--- config.mk ---
export PLATFORM = sky130hd
export DESIGN_NAME = led_status_array
export DESIGN_NICKNAME = d
export VERILOG_FILES = /design/src/rtl/led_status_pkg.sv /design/src/rtl/led_status_channel.sv /design/src/rtl/led_status_array.sv
export SDC_FILE = /design/constraint.sdc
export NUM_CORES = 1
export LEC_CHECK = 0
export CAP_MARGIN = 20
export CORE_MARGIN = 2
export CORE_UTILIZATION = 50
export CTS_CLUSTER_DIAMETER = 150
export DETAILED_ROUTE_END_ITERATION = 16
export PLACE_DENSITY = 0.78
export SLEW_MARGIN = 25
export SYNTH_ARGS = -nofsm -noshare
export SYNTH_HDL_FRONTEND = slang
export SYNTH_HIERARCHICAL = 1
export SYNTH_SLANG_ARGS = --single-unit
--- constraint.sdc ---
create_clock -name clk -period 4.7 [get_ports clk]
set_clock_uncertainty 0.2 [all_clocks]
set_input_delay 0.705 -clock clk [delete_from_list [all_inputs] [get_ports clk]]
set_output_delay 0.705 -clock clk [all_outputs]
set_load 0.005 [all_outputs]
--- src/rtl/led_status_pkg.sv ---
// led_status_pkg: mode encoding shared by the LED status array and its channels
package led_status_pkg;

   localparam int MODE_W = 2;

   typedef enum logic [MODE_W-1:0] {
      MODE_OFF     = 2'd0,
      MODE_ON      = 2'd1,
      MODE_BLINK   = 2'd2,
      MODE_BREATHE = 2'd3
   } mode_t;

endpackage

--- src/rtl/led_status_channel.sv ---
// led_status_channel: one LED with sigma-delta breathing, activity flash and registered drive
module led_status_channel
   import led_status_pkg::*;
#(
   parameter int PWM_W      = 6,
   parameter int HOLD_TICKS = 2
) (
   input  logic             clk,
   input  logic             rst_n,
   input  logic             tick,
   input  mode_t            mode,
   input  logic             activity,
   input  logic [PWM_W-1:0] level,
   input  logic             blink,
   output logic             led
);

   // The accumulator carry is consumed in the same cycle it is produced, so only the low bits persist.
   logic [PWM_W-1:0] acc_lo;
   logic [PWM_W:0]   acc_nxt;
   logic [7:0]       fc;
   logic [7:0]       fc_nxt;
   logic             act_d;
   logic             rise;
   logic             base;

   // Next accumulator, edge detect, flash counter and mode-selected base value
   always_comb begin
      acc_nxt = (mode == MODE_BREATHE) ? {1'b0, acc_lo} + {1'b0, level} : '0;
      rise    = activity & ~act_d;
      fc_nxt  = rise ? 8'(HOLD_TICKS) : (tick && fc != 8'd0) ? fc - 8'd1 : fc;
      base    = (mode == MODE_OFF)   ? 1'b0 :
                (mode == MODE_ON)    ? 1'b1 :
                (mode == MODE_BLINK) ? blink : acc_nxt[PWM_W];
   end

   // Channel state; a running flash inverts whatever the mode would show
   always_ff @(posedge clk or negedge rst_n) begin
      if (!rst_n) begin
         acc_lo <= '0;
         fc     <= '0;
         act_d  <= 1'b0;
         led    <= 1'b0;
      end else begin
         acc_lo <= acc_nxt[PWM_W-1:0];
         fc     <= fc_nxt;
         act_d  <= activity;
         led    <= base ^ (fc != 8'd0);
      end
   end

endmodule

--- src/rtl/led_status_array.sv ---
// led_status_array: shared prescaler/phase timebase driving NUM_CH independent LED channels
module led_status_array
   import led_status_pkg::*;
#(
   parameter int NUM_CH     = 4,
   parameter int PRESC_W    = 24,
   parameter int PWM_W      = 6,
   parameter int HOLD_TICKS = 2
) (
   input  logic                clk,
   input  logic                rst_n,
   input  logic [2*NUM_CH-1:0] mode,
   input  logic [NUM_CH-1:0]   activity,
   output logic [NUM_CH-1:0]   led
);

   logic [PRESC_W-1:0] pre_cnt;
   logic [PWM_W:0]     ph;
   logic               tick;
   logic [PWM_W-1:0]   level;

   // Tick marks the last prescaler count; level ramps up in the upper half of ph and down in the lower half
   always_comb begin
      tick  = &pre_cnt;
      level = ph[PWM_W] ? ph[PWM_W-1:0] : ~ph[PWM_W-1:0];
   end

   // Free-running prescaler and tick-driven phase counter
   always_ff @(posedge clk or negedge rst_n) begin
      if (!rst_n) begin
         pre_cnt <= '0;
         ph      <= '0;
      end else begin
         pre_cnt <= pre_cnt + 1'b1;
         if (tick) ph <= ph + 1'b1;
      end
   end

   for (genvar n = 0; n < NUM_CH; n++) begin : g_ch
      led_status_channel #(
         .PWM_W      (PWM_W),
         .HOLD_TICKS (HOLD_TICKS)
      ) u_ch (
         .clk      (clk),
         .rst_n    (rst_n),
         .tick     (tick),
         .mode     (mode_t'(mode[2*n +: 2])),
         .activity (activity[n]),
         .level    (level),
         .blink    (ph[PWM_W]),
         .led      (led[n])
      );
   end

endmodule

After elaboration in Yosys (flattened, before gate mapping):

Cells that the tools add are included.

* register bits after elaboration: 95
* input port bits: 14
* output and inout port bits: 4
* word-level logic and storage cells: 95

* add/subtract/negate cells: 10
* eq/ne operators: 12
* muxes and demuxes: 25
* bitwise logic cells: 13
* reduce and logical (&&, ||, !) cells: 17

Operators by type and width (number)
* 8-bit 2-to-1 mux: 8
* 8-bit nonzero test: 4
* 8-bit by 1-bit subtractor with 8-bit output (second input constant): 4
* 6-bit by 6-bit adder with 7-bit output: 4
* 7-bit 2-to-1 mux: 4
* 24-bit by 1-bit adder with 24-bit output (second input constant): 1
* 24-bit AND reduction: 1
* 2-bit equality test (second input constant): 8
* 1-bit 2-to-1 mux: 12
* 2-bit by 1-bit equality test with 1-bit output (second input constant): 4
* 2-bit zero test: 4
* 2-bit nonzero test: 4
* 7-bit by 1-bit adder with 7-bit output (second input constant): 1
* 6-bit 2-to-1 mux: 1
* 6-bit inverter: 1
* 1-bit AND: 4
* 1-bit logical AND: 4
* 1-bit inverter: 4
* 1-bit XOR: 4

Longest topological paths before layout:

Gate-level depths: netlist (run 1).

* depth in word-level cells: 8
* depth in mapped cells: 9

Cells and area by module:

Netlist (run 1), hierarchy kept.

Modules (own cells, without submodules)
* led_status_channel at g_ch[1].u_ch ...: instances 3, cells each 101, area an instance 968.4 um^2
* led_status_array: instances 1, cells each 128, area an instance 1448.9 um^2
* led_status_channel at g_ch[0].u_ch: instances 1, cells each 95, area an instance 953.4 um^2

Worst setup path before layout (run 1):

Ideal clock, no wire load.

* path type: register to register
* from: register pre_cnt[8]
* to: register g_ch[1].u_ch.fc[5]
* library setup time: 0.120 ns
* arrival: 3.629 ns
* required time: 4.380 ns
* path slack: 0.751 ns
* cell stages (with the launch flop): 9
* buffers on the path: 0
* period minus slack after synthesis: 3.949 ns
* cells stage by stage: dfrtp_1 > nand4_4 > nor2_1 > nand4_1 > nor4_1 > or3b_1 > nor4_1 > a21oi_1 > a31o_1

* longest elaborated chain between the ends: 3

Ends and longest elaborated chain
* start, declared: RTL line led_status_array.sv:17 `logic [PRESC_W-1:0] pre_cnt;`
* start signal, assigned: RTL line led_status_array.sv:34 `pre_cnt <= pre_cnt + 1'b1;`
* 24-bit AND reduction: RTL line led_status_array.sv:24 `tick = &pre_cnt;`
* via tick: RTL line led_status_array.sv:19 `logic tick;`
* 1-bit logical AND: RTL line led_status_channel.sv:31 `fc_nxt = rise ? 8'(HOLD_TICKS) : (tick && fc != 8'd0) ? fc - 8'd1 : fc;`
* 2-bit nonzero test (no line)
* end signal, assigned: RTL line led_status_channel.sv:46 `fc <= fc_nxt;`
* end, declared: RTL line led_status_channel.sv:21 `logic [7:0] fc;`

The timed path passes the listed nets, and every way through them passes these cells.
A chain may end at the register's enable or synchronous reset.

Worst setup path after layout (run 1):

* from: register pre_cnt[8]
* to: register g_ch[2].u_ch.fc[5]

* longest elaborated chain between the ends: 3

Ends and longest elaborated chain (RTL line)
* 24-bit AND reduction: led_status_array.sv:24
* via tick: led_status_array.sv:19
* 1-bit logical AND: led_status_channel.sv:31
* 2-bit nonzero test (no line)
* end signal, assigned: led_status_channel.sv:46
* end, declared: led_status_channel.sv:21

The timed path passes the listed nets, and every way through them passes these cells.

==> results of run 1 <==
final timing paths:
| check | endpoint | slack (ns) | cells after the start |
|---|---|---|---|
| worst max register to register | g_ch[2].u_ch/fc[5] | 1.82 | 9 |
| worst min-delay path | pre_cnt[12] | 0.25 | 1 |
| worst min register to register | pre_cnt[0] | 0.28 | 1 |
| min in group clk | pre_cnt[0] | 0.28 | 1 |
| worst max-delay path | g_ch[2].u_ch/fc[5] | 1.82 | 9 |
| max in group asynchronous | g_ch[0].u_ch/acc_lo[2] | 3.16 | 2 |
routing by layer:
layer,up-vias,part of all wire,routed length (um)
met3,17,0.024,250
li1,1929,-,-
met1,1961,0.47,4811
met4,0,0.021,220
met5,-,0,0
met2,73,0.49,4976
per-stage QoR:
step,hold slack [ns],total power (uW)
floorplan,0.2094,971.6
global placement,0.2576,1030
detailed placement,0.2738,1039
CTS,0.2872,1620
global route,0.3137,1678
finish,0.2542,1599
final cells by class:
type / count / area [um^2]
clock buffers: 13 / 138.9
clock inverters: 3 / 67.56
fillers: 893 / 4484
inverters: 30 / 112.6
multi-input cells: 394 / 2790
flip-flops and latches: 95 / 2377
well taps: 136 / 170.2
repair buffers: 19 / 182.7
power by group:
part | switching (uW) | leakage (uW) | internal (uW)
Combinational | 100 | 0.00124 | 75.3
Sequential | 9.01 | 0.00126 | 838
Clock | 275 | 0.0000978 | 301
kinds of logic after synthesis:
kind of cell,synth area share
muxes,0.01721
AOI/OAI and AO/OA,0.1141
DFF,0.4479
buffers and inverters,0.02758
xor gates and xnor gates,0.07921
and+or+nand+nor,0.2282
adders and majority gates,0.08581
sequential cells by signal (all words and copies together), names as in the netlist:
signal / cells
g_ch.u_ch/led: 4
ph: 7
g_ch.u_ch/act_d: 4
pre_cnt: 24
g_ch.u_ch/acc_lo: 24
g_ch.u_ch/fc: 32
cell usage in the layout (no fill, tap or decap), types with 4 or more instances in the layout:
cell type and instances:
dfrtp_1 95, inv_1 30, nand2_1 43, a21oi_1 25
nor2_1 54, xnor2_1 36, a211oi_1 7, mux2i_1 8
o21ai_0 21, nor3b_1 12, o21a_1 4, or4_4 4
clkbuf_8 9, o31a_1 5, ha_1 30, nand4_1 12
nor4_4 4, nor2b_1 11, o311ai_0 4, or3b_1 4
nor4_1 4, fa_1 4, clkbuf_1 4, xor2_1 12
a31o_2 6, nand3_1 14, clkdlybuf4s50_1 16, nor3_1 16
nor3_2 4, nor4b_1 4, o41ai_1 4, and3_1 11
==> flow_summary.toml, run 1 <==
[clocking]
clk_latency_ns = 0.36
htreeDepth = 3
ctsHoldBuffers = 0
clock_tree.root_cell = "clkbuf_8"
clk_transition_reported_paths_ns = 0.09
ctsResizeCount = 0
post_cts_buffers = 0
clock-sinks = 95
cts_inserted_buffers = 9
clockBufferDepth = 2
cts_tree = "built"

[global_routing]
grt_remaining_overflow = 0
grtUsageMet3 = 0.02675
grt_util_all_layers = 0.1937
antenna_found_initial = 0
use_met2 = 0.3165
grt_max_degree = 71
grt_pass1_wl_um = 17900
grt_pass1_vias = 3929
grtUsageMet1 = 0.2588
gr-max-usage-layer = "met2"

[place]
place_inst = 674
place.gp.congestion = 0.8473
port_buffers = 17
placed_area_um2 = 5633
place_ws_ns = 1.859
hpwl_um = 7301

[routing]
via_count = 3980
drt_wl_total_um = 10260
avgRoutedWirePerCell_um = 14.87
viasPerCell = 5.768
drtAntennaViolNets = 0
first_iter_violations = 282
drc = 0
first_pass_iters = 4

[sta]
finalHoldViolations = 0
clock.fmax_mhz = 347.1
worst_slew_pin_slew_ns = 0.8762
rsz0062_at_grt = "no"
finalSetupTns_ns = 0
setup_violations = 0
slew_viol_final = 0
relSlewSlack = 0.4159
timing.final.crit_share = 0.6130
fin_ws_ns = 1.819
finalCriticalPeriod_ns = 2.881

[yosys]
synth_seq_area_share = 0.4479
synth.top_cells.by_count = "95 x dfrtp_1, 54 x nor2_1, 43 x nand2_1"
synth_top_area_cell = "dfrtp_1"
synthArstFlopShare = 1.000
synth_top_area_frac = 0.4479
yosysMostFrequentCell = "dfrtp_1"
yosysWarnings = 6
ys_types = 50
synth.avg_cell_area_um2 = 10.09
syn_nets = 574
syn_inst = 526
ys_ff_latch = 95
synth_area_um2 = 5308
ys_dominant_reg_cell = "dfrtp_1"
synth_area_leaders = "dfrtp_1 45%, ha_1 7.1%, xnor2_1 5.9%"
synth_edf_count = 0

[layout]
area_growth_pct = 10.02
design_area_um2 = 5839
final_core_util = 0.5656
instances_no_fill = 690
final_nets = 597
num_antenna_cells = 0
drive_gt1_frac = 0.07401

[critical_path]
cp_max_fo = 25
crit_slowest_cell = "dfrtp_1"
cp-start-kind = "flop"
endpoint_kind = "flop"
path_cells = "nand4_4 > nor2_1 > nand4_1 > nor4_2 > buf_4 > or3b_1 > nor4_1 > a21oi_1 > a31o_1"
crit_family = "simple AND/OR/NAND/NOR gates"
r2r_start = "pre_cnt[8]"
crit_start = "pre_cnt[8]"
setup.worst_path.class = "reg2reg"
worst_path_largest_cell_delay_ns = 0.46
crit_required_ns = 4.75
worstPathArrival_ns = 2.93
crit_buf_inv = 1

[job]
maxCapViolations = 0

[floorplanning]
start_util = 0.5141
io_pins = 18
coreArea_um2 = 10320
die_y_um = 107.0
die_width_um = 107.0
core.rowCount = 37
die-area_um2 = 11460

[pwr]
irDropWorstVdd_uv = 120.2
leakage_uw = 0.002596
powerDensity_nw_per_um2 = 273.8

[outcome]
outcome = "complete, no violations"

[min_path]
hold_path.class = "in2async"
Note: power is estimated with default switching activity, not from simulation.
==> run 2: changes to the inputs <==
==> constraint.sdc (replaced) <==
create_clock -name clk -period 2.77 [get_ports clk]
set_clock_uncertainty 0.2 [all_clocks]
set_input_delay 0.4155 -clock clk [delete_from_list [all_inputs] [get_ports clk]]
set_output_delay 0.4155 -clock clk [all_outputs]
set_load 0.005 [all_outputs]
==> run 2 against run 1 <==
Effect of this change:
- final area increased by 2.7%
- sequential share of layout area shrank 1.0 points
- highest routed layer unchanged
- largest cell class unchanged
- largest power group unchanged
- via count up 1.6%
- final cell count grew 2.3%
- combinational power up 77%
- power up 68%
- sequential power increased by 70%
- die area did not move
- critical path depth unchanged
==> flow_summary.toml, run 2 (synthesis results as in run 1) <==
[floorplanning]
die-area_um2 = 11460
core.rowCount = 37
coreArea_um2 = 10320
start_util = 0.5141
die_y_um = 107.0
die_width_um = 107.0
io_pins = 18

[critical_path]
crit_buf_inv = 2
crit_required_ns = 2.80
r2r_start = "ph[6]"
setup.worst_path.class = "reg2reg"
reg2regPathDepth = 9
path_cells = "xnor2_1 > buf_4 > ha_1 > inv_1 > fa_1 > nor2b_1 > o31a_1 > o41ai_1 > xnor2_1"
worstPathArrival_ns = 2.68
path_depth = 9
endpoint_kind = "flop"
worst_path_largest_cell_delay_ns = 0.49
crit_slowest_cell = "dfrtp_1"
reg2reg_setup_slack_ns = 0.12
timing.rr.end = "g_ch[2].u_ch/led"
cp_max_fo = 7
crit_family = "adder cells"
cp-start-kind = "flop"
worst_path_most_repeated_cell = "xnor2_1"

[global_routing]
antenna_found_initial = 0
grt_remaining_overflow = 0
grt_pass1_wl_um = 18440
grt_util_all_layers = 0.2000
grt_pass1_vias = 4016
grt_max_degree = 42

[sta]
timing.final.crit_share = 0.9571
rsz0062_at_grt = "no"
clock.fmax_mhz = 377.2
finalHoldViolations = 0
setup_violations = 0
relSlewSlack = 0.6241
worst_slew_pin_slew_ns = 0.5639
finalCriticalPeriod_ns = 2.651
slew_viol_final = 0

[layout]
final_common_cell = "dfrtp_1"
biggestRegsByFlops = "g_ch.u_ch/fc (32), g_ch.u_ch/acc_lo (24), pre_cnt (24)"
largest_reg_flops = 32
final_cell_mix = "94 x dfrtp_1, 54 x nor2_1, 43 x nand2_1, 36 x xnor2_1"
final_nets = 613
n_fill_cell = 854
drive_gt1_frac = 0.1088
design_area_um2 = 5997
area_growth_pct = 12.99
instances_no_fill = 706
num_antenna_cells = 0
regMostFlops = "g_ch.u_ch/fc"

[routing]
drc = 0
drtAntennaViolNets = 0
first_pass_iters = 4
first_iter_violations = 219
via_count = 4044
avgRoutedWirePerCell_um = 15.50
drt_wl_total_um = 10940
viasPerCell = 5.728

[pwr]
p_clk_frac = 0.349
switching_share = 0.2545
comb_power_share = 0.116
finalPower_uw = 2689
powerDensity_nw_per_um2 = 448.4
irDropWorstVdd_uv = 265.1
p_seq_frac = 0.534
p_sw_uw = 684.4
p_int_uw = 2004
leakage_uw = 0.002694

[min_path]
min-delay-start = "pre_cnt[7]"
min_to = "pre_cnt[7]"
hold_path.class = "reg2reg"
hold_depth = 1

[clocking]
clk_transition_reported_paths_ns = 0.09
cts_tree = "built"
clk_latency_ns = 0.36
clock-sinks = 95
clock_tree.root_cell = "clkbuf_8"
cts_inserted_buffers = 9
htreeDepth = 3
clockBufferDepth = 2

[place]
place.gp.congestion = 0.8602
port_buffers = 17
hpwl_um = 7772
place_inst = 688
placed_area_um2 = 5759

[job]
maxCapViolations = 0

[outcome]
outcome = "complete, no violations"
## run 2: routing by layer
metal,track usage,share of wire,up-vias
met1,0.2595,0.46,2007
met5,0,0,-
met3,0.04195,0.037,8
li1,-,-,1956
met4,0.04545,0.014,0
met2,0.3440,0.49,73
## run 2: worst max path at each step
stage	to	slack (ns)	from
5_1_grt	g_ch[2].u_ch/fc[3]	0.01	pre_cnt[9]
3_5_place_dp	g_ch[2].u_ch/fc[5]	0.09	pre_cnt[8]
2_1_floorplan	g_ch[1].u_ch/fc[5]	-0.02	pre_cnt[8]
3_3_place_gp	g_ch[2].u_ch/fc[5]	0.19	pre_cnt[8]
4_1_cts	g_ch[2].u_ch/fc[5]	0.09	pre_cnt[8]
6_report	g_ch[2].u_ch/led	0.12	ph[6]
## run 2: final cells by class
cell class / count / area [um^2] / share of cell area
clock buffer: 12 / 145.1 / 0.02420
timing repair buffer: 35 / 317.8 / 0.05299
inverter: 30 / 112.6 / 0.01878
multi-input combinational: 394 / 2818 / 0.4699
clock inverter: 4 / 55.05 / 0.009180
tap: 136 / 170.2 / 0.02837
sequential: 95 / 2379 / 0.3966
## run 2: power groups by stage
stage	logic, uW	registers (uW)	clock network (uW)
2_1_floorplan	189	1460	0
3_3_place_gp	293	1460	0
3_5_place_dp	308	1460	0
4_1_cts	312	1440	962
5_1_grt	352	1440	1020
6_report	312	1440	940
## run 2: repair_timing
item	4_1_cts	5_1_grt
endpoints found under the setup margin	0	3
setup buffers	0	1
gates resized for setup	0	4
endpoints found under the hold margin	39	0
hold buffers	1	0
## run 2: worst reg2reg max path: cells and delay by family (launching register included)
family,cells,cell delay (ns)
AO/OA/AOI/OAI,2,0.27
XOR/XNOR,2,0.53
adder cells (fa/ha/maj),2,0.57
buffers and inverters,2,0.26
flip-flops,1,0.49
AND/OR/NAND/NOR,1,0.22
## run 2: per-stage QoR
step | setup WS (ns) | util | hold WS, ns | setup TNS (ns)
global placement | 0.1901 | 0.5579 | 0.2449 | 0
floorplan | -0.02365 | - | -0.08009 | -0.07096
CTS | 0.08707 | 0.5782 | 0.2896 | 0
global route | 0.01009 | 0.5809 | 0.3061 | 0
detailed placement | 0.09385 | 0.5579 | 0.2478 | 0
finish | 0.1189 | 0.5809 | 0.2898 | 0
